File: src/rtl/qam_meas_pkg.sv
// Shared constants and width helpers for the QAM link measurement blocks.
// Default channel/symbol/error widths, channel index names and helpers
// that derive counter and accumulator widths from the block parameters.
package qam_meas_pkg;

  localparam int NCH_DEF      = 2;
  localparam int SYM_W_DEF    = 2;
  localparam int ERR_W_DEF    = 18;
  localparam int LOG2_WIN_DEF = 20;

  localparam int I_CH = 0;
  localparam int Q_CH = 1;

  // Error counters hold 0..2^log2_win inclusive, so one extra bit.
  function automatic int cnt_width(input int log2_win);
    return log2_win + 1;
  endfunction

  // Width of one squared error sample.
  function automatic int sq_width(input int err_w);
    return 2 * err_w;
  endfunction

  // Squared-error accumulator: a full window of squares never overflows.
  function automatic int sq_acc_width(input int err_w, input int log2_win);
    return 2 * err_w + log2_win;
  endfunction

  // Bits needed for a counter with n states (at least one bit).
  function automatic int ctr_width(input int n);
    return (n > 1) ? $clog2(n) : 1;
  endfunction

endpackage

File: src/rtl/qam_sym_err_monitor_if.sv
// Signal bundle between the QAM link datapath and the symbol error monitor.
// master: drives run, symbols and error samples; slave: the monitor itself.
interface qam_sym_err_monitor_if
  import qam_meas_pkg::*;
#(
  parameter int NCH      = NCH_DEF,
  parameter int SYM_W    = SYM_W_DEF,
  parameter int ERR_W    = ERR_W_DEF,
  parameter int LOG2_WIN = LOG2_WIN_DEF
) ();

  logic                                 run;
  logic [NCH*SYM_W-1:0]                 ref_sym;
  logic [NCH*SYM_W-1:0]                 rx_sym;
  logic [NCH*ERR_W-1:0]                 err;
  logic                                 sam_clk_ena;
  logic                                 sym_clk_ena;
  logic                                 clear_accumulator;
  logic                                 result_valid;
  logic [NCH*cnt_width(LOG2_WIN)-1:0]   sym_err_count;
  logic [NCH*sq_width(ERR_W)-1:0]       err_power;

  modport master (
    output run, ref_sym, rx_sym, err,
    input  sam_clk_ena, sym_clk_ena, clear_accumulator, result_valid,
           sym_err_count, err_power
  );

  modport slave (
    input  run, ref_sym, rx_sym, err,
    output sam_clk_ena, sym_clk_ena, clear_accumulator, result_valid,
           sym_err_count, err_power
  );

endinterface

File: src/rtl/qam_clk_ena_gen.sv
// Sample/symbol clock-enable generator. A free-running phase counter
// 0..SAMP_DIV*SPS-1, held as a sample sub-counter and a symbol sub-counter,
// decoded into one-cycle sample and symbol enables.
module qam_clk_ena_gen
  import qam_meas_pkg::*;
#(
  parameter int SAMP_DIV = 2,
  parameter int SPS      = 4
) (
  input  logic clk,
  input  logic rst_n,
  output logic sam_clk_ena_o,
  output logic sym_clk_ena_o
);

  localparam int SAMP_CW = ctr_width(SAMP_DIV);
  localparam int SPS_CW  = ctr_width(SPS);
  localparam logic [SAMP_CW-1:0] SAMP_LAST = SAMP_CW'(SAMP_DIV - 1);
  localparam logic [SPS_CW-1:0]  SPS_LAST  = SPS_CW'(SPS - 1);

  logic [SAMP_CW-1:0] samp_q, samp_d;
  logic [SPS_CW-1:0]  sps_q, sps_d;
  logic               sam_wrap, sym_wrap;

  // phase = sps_q*SAMP_DIV + samp_q, so these match the phase decodes.
  assign sam_wrap = (samp_q == SAMP_LAST);
  assign sym_wrap = sam_wrap && (sps_q == SPS_LAST);

  assign sam_clk_ena_o = sam_wrap;
  assign sym_clk_ena_o = sym_wrap;

  // Next phase: advance the sample counter, carry into the symbol counter.
  always_comb begin
    // NOTE: combinational blocks use blocking '=' with a default assignment
    // first so no path leaves a signal unassigned (no latch); clocked
    // blocks use non-blocking '<=' only.
    samp_d = samp_q + SAMP_CW'(1);
    sps_d  = sps_q;
    if (sam_wrap) begin
      samp_d = '0;
      sps_d  = sym_wrap ? '0 : sps_q + SPS_CW'(1);
    end
  end

  // Phase registers; free-running regardless of measurement state.
  always_ff @(posedge clk or negedge rst_n) begin
    if (!rst_n) begin
      samp_q <= '0;
      sps_q  <= '0;
    end else begin
      samp_q <= samp_d;
      sps_q  <= sps_d;
    end
  end

endmodule

File: src/rtl/qam_sym_err_monitor.sv
// QAM symbol error monitor. Delays the transmitted symbols by REF_DELAY
// symbols, compares them with slicer decisions per channel and publishes
// per-channel error counts every 2^LOG2_WIN compared symbols.
// Optional feature macro: ERR_POWER_EN adds per-channel mean squared error.
module qam_sym_err_monitor
  import qam_meas_pkg::*;
#(
  parameter int NCH       = NCH_DEF,
  parameter int SYM_W     = SYM_W_DEF,
  parameter int ERR_W     = ERR_W_DEF,
  parameter int SAMP_DIV  = 2,
  parameter int SPS       = 4,
  parameter int LOG2_WIN  = LOG2_WIN_DEF,
  parameter int REF_DELAY = 1
) (
  input  logic                   sys_clk,
  input  logic                   reset_n,
  qam_sym_err_monitor_if.slave   bus
);

  localparam int CW      = cnt_width(LOG2_WIN);
  localparam int PW      = sq_width(ERR_W);
  localparam int AW      = sq_acc_width(ERR_W, LOG2_WIN);
  localparam int PRIME_W = ctr_width(REF_DELAY + 1);
  localparam logic [CW-1:0]      WIN_LAST   = CW'((1 << LOG2_WIN) - 1);
  localparam logic [PRIME_W-1:0] PRIME_DONE = PRIME_W'(REF_DELAY);

  logic               run;
  logic               sam_ena, sym_ena;
  logic               primed, cmp_ena, win_end;
  logic [PRIME_W-1:0] prime_q, prime_d;
  logic [CW-1:0]      win_q, win_d;
  logic               result_valid_q;
  logic [NCH*CW-1:0]  cnt_flat;
  logic [NCH*PW-1:0]  pwr_flat;

  qam_clk_ena_gen #(
    .SAMP_DIV (SAMP_DIV),
    .SPS      (SPS)
  ) u_clk_ena (
    .clk           (sys_clk),
    .rst_n         (reset_n),
    .sam_clk_ena_o (sam_ena),
    .sym_clk_ena_o (sym_ena)
  );

  assign run     = bus.run;
  assign primed  = (prime_q == PRIME_DONE);
  assign cmp_ena = sym_ena && run && primed;
  assign win_end = cmp_ena && (win_q == WIN_LAST);

  assign bus.sam_clk_ena       = sam_ena;
  assign bus.sym_clk_ena       = sym_ena;
  assign bus.clear_accumulator = win_end;
  assign bus.result_valid      = result_valid_q;
  assign bus.sym_err_count     = cnt_flat;
  assign bus.err_power         = pwr_flat;

  // Priming and window position; both collapse to zero while run is low.
  always_comb begin
    prime_d = prime_q;
    win_d   = win_q;
    if (!run) begin
      prime_d = '0;
      win_d   = '0;
    end else begin
      if (sym_ena && !primed) prime_d = prime_q + PRIME_W'(1);
      if (win_end)            win_d   = '0;
      else if (cmp_ena)       win_d   = win_q + CW'(1);
    end
  end

  // Shared control registers and the result strobe.
  always_ff @(posedge sys_clk or negedge reset_n) begin
    if (!reset_n) begin
      prime_q        <= '0;
      win_q          <= '0;
      result_valid_q <= 1'b0;
    end else begin
      prime_q        <= prime_d;
      win_q          <= win_d;
      result_valid_q <= win_end;
    end
  end

  for (genvar c = 0; c < NCH; c++) begin : g_ch
    logic [SYM_W-1:0] ref_c, rx_c;
    logic [SYM_W-1:0] dly_q [REF_DELAY];
    logic             mism;
    logic [CW-1:0]    acc_q, acc_d, acc_sum, cnt_q;

    assign ref_c   = bus.ref_sym[c*SYM_W +: SYM_W];
    assign rx_c    = bus.rx_sym[c*SYM_W +: SYM_W];
    assign mism    = (dly_q[REF_DELAY-1] != rx_c);
    assign acc_sum = acc_q + CW'(mism);

    // Reference delay line, advanced once per symbol while measuring.
    always_ff @(posedge sys_clk or negedge reset_n) begin
      if (!reset_n) begin
        // NOTE: this small shift register is reset stage by stage so a
        // restart never compares against stale symbols; large storage
        // arrays elsewhere would normally be left without reset.
        for (int i = 0; i < REF_DELAY; i++) dly_q[i] <= '0;
      end else if (sym_ena && run) begin
        dly_q[0] <= ref_c;
        for (int i = 1; i < REF_DELAY; i++) dly_q[i] <= dly_q[i-1];
      end
    end

    // Error accumulator: cleared when idle or at window end.
    always_comb begin
      acc_d = acc_q;
      if (!run || win_end) acc_d = '0;
      else if (cmp_ena)    acc_d = acc_sum;
    end

    // Accumulator and published per-window count (includes last symbol).
    always_ff @(posedge sys_clk or negedge reset_n) begin
      if (!reset_n) begin
        acc_q <= '0;
        cnt_q <= '0;
      end else begin
        acc_q <= acc_d;
        if (win_end) cnt_q <= acc_sum;
      end
    end

    assign cnt_flat[c*CW +: CW] = cnt_q;

`ifdef ERR_POWER_EN
    logic signed [ERR_W-1:0] err_c;
    logic signed [PW-1:0]    sq;
    logic [AW-1:0]           sq_acc_q, sq_acc_d, sq_sum;
    logic [PW-1:0]           pwr_q;

    assign err_c  = bus.err[c*ERR_W +: ERR_W];
    assign sq     = err_c * err_c;
    assign sq_sum = sq_acc_q + AW'($unsigned(sq));

    // Squared-error accumulator, same lifetime as the error accumulator.
    always_comb begin
      sq_acc_d = sq_acc_q;
      if (!run || win_end) sq_acc_d = '0;
      else if (cmp_ena)    sq_acc_d = sq_sum;
    end

    // Mean squared error published alongside the error count.
    always_ff @(posedge sys_clk or negedge reset_n) begin
      if (!reset_n) begin
        sq_acc_q <= '0;
        pwr_q    <= '0;
      end else begin
        sq_acc_q <= sq_acc_d;
        if (win_end) pwr_q <= PW'(sq_sum >> LOG2_WIN);
      end
    end

    assign pwr_flat[c*PW +: PW] = pwr_q;
`else
    assign pwr_flat[c*PW +: PW] = '0;
`endif
  end

endmodule

File: src/flat_wrapper.sv
// flat-port wrapper written by rule: the top's interface ports become plain ports
module qam_sym_err_monitor_flat import qam_meas_pkg::*;
#(
  parameter int NCH       = NCH_DEF,
  parameter int SYM_W     = SYM_W_DEF,
  parameter int ERR_W     = ERR_W_DEF,
  parameter int SAMP_DIV  = 2,
  parameter int SPS       = 4,
  parameter int LOG2_WIN  = LOG2_WIN_DEF,
  parameter int REF_DELAY = 1
)
  (sys_clk, reset_n, bus_run, bus_ref_sym, bus_rx_sym, bus_err, bus_sam_clk_ena, bus_sym_clk_ena, bus_clear_accumulator, bus_result_valid, bus_sym_err_count, bus_err_power);
  qam_sym_err_monitor_if #(.NCH(NCH), .SYM_W(SYM_W), .ERR_W(ERR_W), .LOG2_WIN(LOG2_WIN)) bus_i ();
  input  logic sys_clk;
  input  logic reset_n;
  input wire logic [$bits(bus_i.run)-1:0] bus_run;
  input wire logic [$bits(bus_i.ref_sym)-1:0] bus_ref_sym;
  input wire logic [$bits(bus_i.rx_sym)-1:0] bus_rx_sym;
  input wire logic [$bits(bus_i.err)-1:0] bus_err;
  output wire logic [$bits(bus_i.sam_clk_ena)-1:0] bus_sam_clk_ena;
  output wire logic [$bits(bus_i.sym_clk_ena)-1:0] bus_sym_clk_ena;
  output wire logic [$bits(bus_i.clear_accumulator)-1:0] bus_clear_accumulator;
  output wire logic [$bits(bus_i.result_valid)-1:0] bus_result_valid;
  output wire logic [$bits(bus_i.sym_err_count)-1:0] bus_sym_err_count;
  output wire logic [$bits(bus_i.err_power)-1:0] bus_err_power;
  assign bus_i.run = bus_run;
  assign bus_i.ref_sym = bus_ref_sym;
  assign bus_i.rx_sym = bus_rx_sym;
  assign bus_i.err = bus_err;
  assign bus_sam_clk_ena = bus_i.sam_clk_ena;
  assign bus_sym_clk_ena = bus_i.sym_clk_ena;
  assign bus_clear_accumulator = bus_i.clear_accumulator;
  assign bus_result_valid = bus_i.result_valid;
  assign bus_sym_err_count = bus_i.sym_err_count;
  assign bus_err_power = bus_i.err_power;
  qam_sym_err_monitor #(.NCH(NCH), .SYM_W(SYM_W), .ERR_W(ERR_W), .SAMP_DIV(SAMP_DIV), .SPS(SPS), .LOG2_WIN(LOG2_WIN), .REF_DELAY(REF_DELAY)) u_core (.sys_clk(sys_clk), .reset_n(reset_n), .bus(bus_i));
endmodule
File: config.mk
export PLATFORM = sky130hd
export DESIGN_NAME = qam_sym_err_monitor_flat
export DESIGN_NICKNAME = d
export VERILOG_FILES = /design/src/rtl/qam_meas_pkg.sv /design/src/rtl/qam_sym_err_monitor_if.sv /design/src/rtl/qam_clk_ena_gen.sv /design/src/rtl/qam_sym_err_monitor.sv /design/src/flat_wrapper.sv
export SDC_FILE = /design/constraint.sdc
export NUM_CORES = 1
export LEC_CHECK = 0
export ABC_AREA = 1
export CORE_UTILIZATION = 46
export CTS_BUF_LIST = sky130_fd_sc_hd__clkbuf_4
export DETAILED_ROUTE_END_ITERATION = 6
export GPL_TIMING_DRIVEN = 0
export PLACE_DENSITY = 0.75
export SLEW_MARGIN = 20
export SYNTH_ARGS = -nofsm -noshare
export SYNTH_HDL_FRONTEND = slang
export SYNTH_SLANG_ARGS = --single-unit
File: constraint.sdc
create_clock -name sys_clk -period 1.7 [get_ports sys_clk]
set_input_delay 0.17 -clock sys_clk [delete_from_list [all_inputs] [get_ports sys_clk]]
set_output_delay 0.17 -clock sys_clk [all_outputs]
set_load 0.05 [all_outputs]
# Yosys cells after proc, flatten, opt, wreduce, memory -nomap -nowiden
# Index checks and enable logic that the tools add are counted.
# op_classes
n_bitwise	0
n_eq_ne	6
n_addsub	6
reduce_logical	9
n_lt_le_gt_ge	0
mux	11
shift	0
div_mod_pow	0
mul	0
# op_table
cell	n
two-way mux 21 bit	7
adder 21 x 1 -> 21 bit	2
adder 21 x 1 -> 21 bit (second input constant)	1
equality test 21 x 20 -> 1 bit (second input constant)	1
logical AND 1 bit	5
inequality test 2 bit	2
two-way mux 1 bit	3
inequality test 3 x 1 -> 1 bit (second input constant)	1
adder 1 bit (second input constant)	2
adder 2 x 1 -> 2 bit (second input constant)	1
equality test 2 bit (second input constant)	1
logical NOT 1 bit	2
two-way mux 2 bit	1
inequality test 2 x 1 -> 1 bit (second input constant)	1
nonzero test 2 bit	1
logical OR 1 bit	1
# totals
output_inout_bits	118
n_memories	0
latchBits	0
ff_bits	114
mem_bits_ro	0
ramBits	0

# Depth between registers and ports, before layout
# logic_depth
word_depth	7
depth_mapped	12

# Modules after synthesis
# A second synthesis with hierarchy kept.
# hier_totals
hier_cells	784
hier_area_um2	6153.4
# modules_own_cells
mod	cells_each	instances	area_each_um2
qam_sym_err_monitor	770	1	6028.3
qam_clk_ena_gen	14	1	125.1

# Least setup slack after synthesis
# OpenSTA, ideal clock, no wires.
# synth_path
kind	reg2reg
from	reg u_core.u_clk_ena.samp_q, in the netlist u_core.u_clk_ena.sam_clk_ena_o
to	reg u_core.g_ch[1].cnt_q[13]
stages_incl_launch_ff	10
n_path_buf	1
t_arrival_ns	1.771
setup_slack_ns	-0.137
period_less_slack_ns	1.837
required_ns	1.634
path_cell_list	dfrtp_1 nand2_2 nor2_4 inv_2 nor2_2 nand2_4 clkinv_2 buf_4 nand2_1 nand2_1
# synth_via
elab_chain_len	4
# synth_rtl
element	line	source
start: declaration	qam_clk_ena_gen.sv:21	logic [SAMP_CW-1:0] samp_q, samp_d;
start signal: assignment	qam_clk_ena_gen.sv:51	samp_q <= samp_d;
logical AND 1 bit	qam_clk_ena_gen.sv:27	assign sym_wrap = sam_wrap && (sps_q == SPS_LAST);
logical AND 1 bit (2 in a row)	qam_sym_err_monitor.sv:49	assign cmp_ena = sym_ena && run && primed;
logical AND 1 bit	qam_sym_err_monitor.sv:50	assign win_end = cmp_ena && (win_q == WIN_LAST);
net bus_clear_accumulator	flat_wrapper.sv:22	output wire logic [$bits(bus_i.clear_accumulator)-1:0] bus_clear_accumulator;
end signal: assignment	qam_sym_err_monitor.sv:124	if (win_end) cnt_q <= acc_sum;
end: declaration	qam_sym_err_monitor.sv:90	logic [CW-1:0] acc_q, acc_d, acc_sum, cnt_q;
# The timed path passes the listed nets, and every way through them passes these cells.
# A chain may end at the register's enable or synchronous reset.

# Worst setup path in the final report
# layout_path
from	reg u_core.win_q[1]
to	out bus_clear_accumulator
# layout_via
elab_chain_len	2
# layout_rtl
element	line	source
start: declaration	qam_sym_err_monitor.sv:32	logic [CW-1:0] win_q, win_d;
start signal: assignment	qam_sym_err_monitor.sv:81	win_q <= win_d;
equality test 21 x 20 -> 1 bit	qam_sym_err_monitor.sv:50	
logical AND 1 bit	qam_sym_err_monitor.sv:50	
end: declaration	flat_wrapper.sv:22	
# No other way between the ends.

==> results.md <==
- Pin count of the biggest net entering global routing: 75
- Max-cap check violation count: 0
- Fmax: between 400 and 500 MHz
- Fin crit period: about 2.0 ns
- Die width: 118.5 um
- Fillers: 1129
- Gate Count Post-Synth: 808
- Buffers added on ports: 56
- Final worst slack: -0.3190 ns
- Pins Over Slew Limit: 0
- Seq/Total Area, Yosys: 45.66%
- Register bit total from synthesis: 114
- Vias in the first global route: 5249
- Yosys top cell area share: about 46%
- Die area: 0.01405 mm2
- Async set or reset register ratio after synthesis: 100.0%
- Dpl hpwl: 9.821 mm
- Average wire per standard cell: between 10 and 15 um
- Dominant cells by area after synthesis: dfrtp_1 (46%), nand2_1 (19%), buf_4 (8.8%)
- Avg Inst Size Synth: 7.732 um2
- R2r setup slk: -0.16 ns
- Fin area: between 0.008 and 0.009 mm2
- YS warnings: 0
- CTS Buffer Depth: 2
- Cell area after synthesis: 0.006247 mm2
- Actual slew at the worst max-slew pin: 0.5278 ns
- Total power: 5122 uW
- Setup violators final: 84
- Slew headroom: 64.95%
- Final core utilization: 63.31%
- Critical Path RT: 1.53 ns
- Unrepaired setup endpoints after global routing: true
- Tcrit/Tclk final: 118.8%
- Proportion of synthesized area in mux cells: 0%
- Primary FF master, synth: dfrtp_1
- Peak supply drop: 321.9 uV
- Crit Path Max Fanout: 3
- Root Driver: clkbuf_4
- Cts bufs inserted: 17
- Crit path cell chain: ha_4 > nand2_4 > nor2_4 > nand2_2 > nor2_4 > nand2_4 > clkinv_8 > buf_12
- Number of synthesized flops with an enable pin: 0
- WL final: around 15 mm
- Register area: 0.002855 mm2
- Initial antenna violation count: 1
- Post-Synth Adder-Cell Area: 1.402%
- Buffer and inverter count on the worst path: 2
- Power Density: 610.9 mW/mm2
- WS Path Type: register to output pin
- Total core area: 0.01324 mm2
- Fin nets: ~1000
- Layout cells sized above 1: 24.23%
- Worst hold slack: 0.08869 ns
- Post-synth cell types: 30
- Critical Path AT: 1.85 ns
- Most common cell in the netlist: nand2_1
- CTS tree: yes
- Worst-path clk slew: 0.10 ns
- Multi-input gate area: 0.003284 mm2
- Hold Violations, Final: 0
- Sink Count: about 110
- Metal-1 WL: 6.369 mm
- Global Route Usage Sum: 22.38%
- Placed instance area: 0.007345 mm2
- Status: finished, violations left
- Yosys top cell by area: dfrtp_1
- Top Metal Used: met4
- Post-route ant nets: 0
- Commonest cells post-synth: nand2_1 (309), dfrtp_1 (114), nor2_1 (91), buf_4 (73), inv_1 (44)
- WL met2: approximately 7 mm
- DR DRC count: 0
- Hold/Removal Path Class: input pin to asynchronous set/reset pin
- Starting Density: a little under half
- Worst-Skew Late Latency: 0.55 ns
- Main combinational cell family by area after synthesis: simple AND/OR/NAND/NOR gates
- Clock skew: 0.01077 ns
- Finished Layout Cells: 1180
- Post-synthesis compound-gate area fraction: approximately 5.2%
- Leak: 0.004234 uW
- Die height: 118.5 um
- Xor/xnor cell area share of the yosys netlist: 4.767%
- H-tree levels: 4
- Ports: 165
- Vias: 5544
- Critical path's slowest cell: dfrtp_1
- Critical path launch point type: register
- Synth Area in Simple Gates: 29.20%
- Worst path top cell family by delay: simple AND/OR/NAND/NOR gates
- Starting DRT DRC Count: 290
- Area Growth Syn to Fin: 34.21%
- Endpoint type of the worst setup path: output pin
- First-pass GRT wire length: 24.66 mm
- Gr ovfl total: 0
- Vias per cell: 4.698
- Max incr delay on CP: between 0.4 and 0.5 ns
- Std-Cell Rows: between 40 and 50
- Cells after DPL: around 1100
- Failing checks: negative setup slack
- Met3 WL post-DR: ~940 um
- Drt pass-1 iters: 5
- Routability cong.: 0.8925
## kinds of logic (layout without fill, tap and decap cells)
logic type / Yosys count / count (layout)
AND/OR/NAND/NOR: 451 / 451
flip-flops: 114 / 114
adder cells (fa/ha/maj): 7 / 7
XOR/XNOR: 34 / 34
AO/OA/AOI/OAI: 62 / 62
other: 1 / 73
buffers and inverters: 139 / 263
## registers in the layout, indices dropped and copies added (netlist names)
| register | cells |
|---|---|
| u_core.g_ch.acc_q | 42 |
| u_core.g_ch.cnt_q | 42 |
| u_core.win_q | 21 |
| u_core.g_ch.dly_q | 4 |
| u_core.u_clk_ena.sps_q | 2 |
| u_core.bus.result_valid | 1 |
| u_core.prime_q | 1 |
| u_core.u_clk_ena.sam_clk_ena_o | 1 |
## worst register-to-register path, delay by kind of cell, from the launching register on
kind | cells | cell delay [ns]
simple gates | 6 | 0.63
flops | 1 | 0.41
fa+ha+maj | 1 | 0.17
buf+inv | 2 | 0.47
compound gates | 1 | 0.07
## worst paths after layout
| check | start | endpoint | cells past startpoint |
|---|---|---|---|
| max | u_core.win_q[1] | bus_clear_accumulator | 8 |
| min | reset_n | u_core.g_ch[0].cnt_q[9] | 2 |
| max reg2reg | u_core.win_q[1] | u_core.g_ch[1].acc_q[6] | 10 |
| min reg2reg | u_core.g_ch[1].cnt_q[14] | u_core.g_ch[1].cnt_q[14] | 2 |
| max in group asynchronous | reset_n | u_core.u_clk_ena.sam_clk_ena_o | 3 |
| min in group sys_clk | bus_ref_sym[0] | u_core.g_ch[0].dly_q[0] | 3 |
## repair_timing
action,CTS,global route
buffers inserted,24,11
setup endpoints to repair,152,112
pin swaps,16,17
hold buffers,1,0
endpoints found under the hold margin,114,0
resized for setup,150,56
cloned,3,0
## layout make-up
cell class,count,area share (%)
Antenna cell,1,0.02985
Buffer,89,8.417
Clock buffer,21,1.880
Clock inverter,10,0.8208
Inverter,49,2.522
Multi-Input combinational cell,626,39.17
Sequential cell,114,34.05
Tap cell,176,2.626
Timing Repair Buffer,94,10.48
## power by group
group          total [uW]  internal, uW  switching, uW  leakage (uW)
clock network        1720           746            974      0.000134
registers            2730          2720           6.13       0.00158
logic                 678           187            491       0.00252
## cells in the final DEF, fill, tap and decap left out, types with 8 or more instances in the layout
cell	n
nand3b_1	8
nor2_1	74
buf_4	105
xnor2_1	9
dfrtp_1	112
inv_1	39
buf_6	13
o21ai_0	20
nand3_1	8
xor2_1	9
o21ai_1	25
nand2_1	297
nand4_1	11
nor2_4	15
dlygate4sd2_1	38
xor2_2	10
clkbuf_4	23
clkdlybuf4s50_1	9
nor2_2	8
conb_1	72
## metrics by stage
step,TNS [ns],worst slack [ns]
after floorplan,0,0.02045
after global placement,-476.81,-4.355
after detailed placement,-30.59,-0.9379
after CTS,-6.544,-0.4232
after global routing,-19.21,-0.4184
final,-9.652,-0.3190
## routing by layer
metal / vias to the layer above / GRT usage, %
li1: 2749 / -
met4: 0 / 11.63
met5: - / 0
met3: 30 / 5.550
met2: 197 / 35.71
met1: 2568 / 28.08
Note: power is estimated with default switching activity, not from simulation.
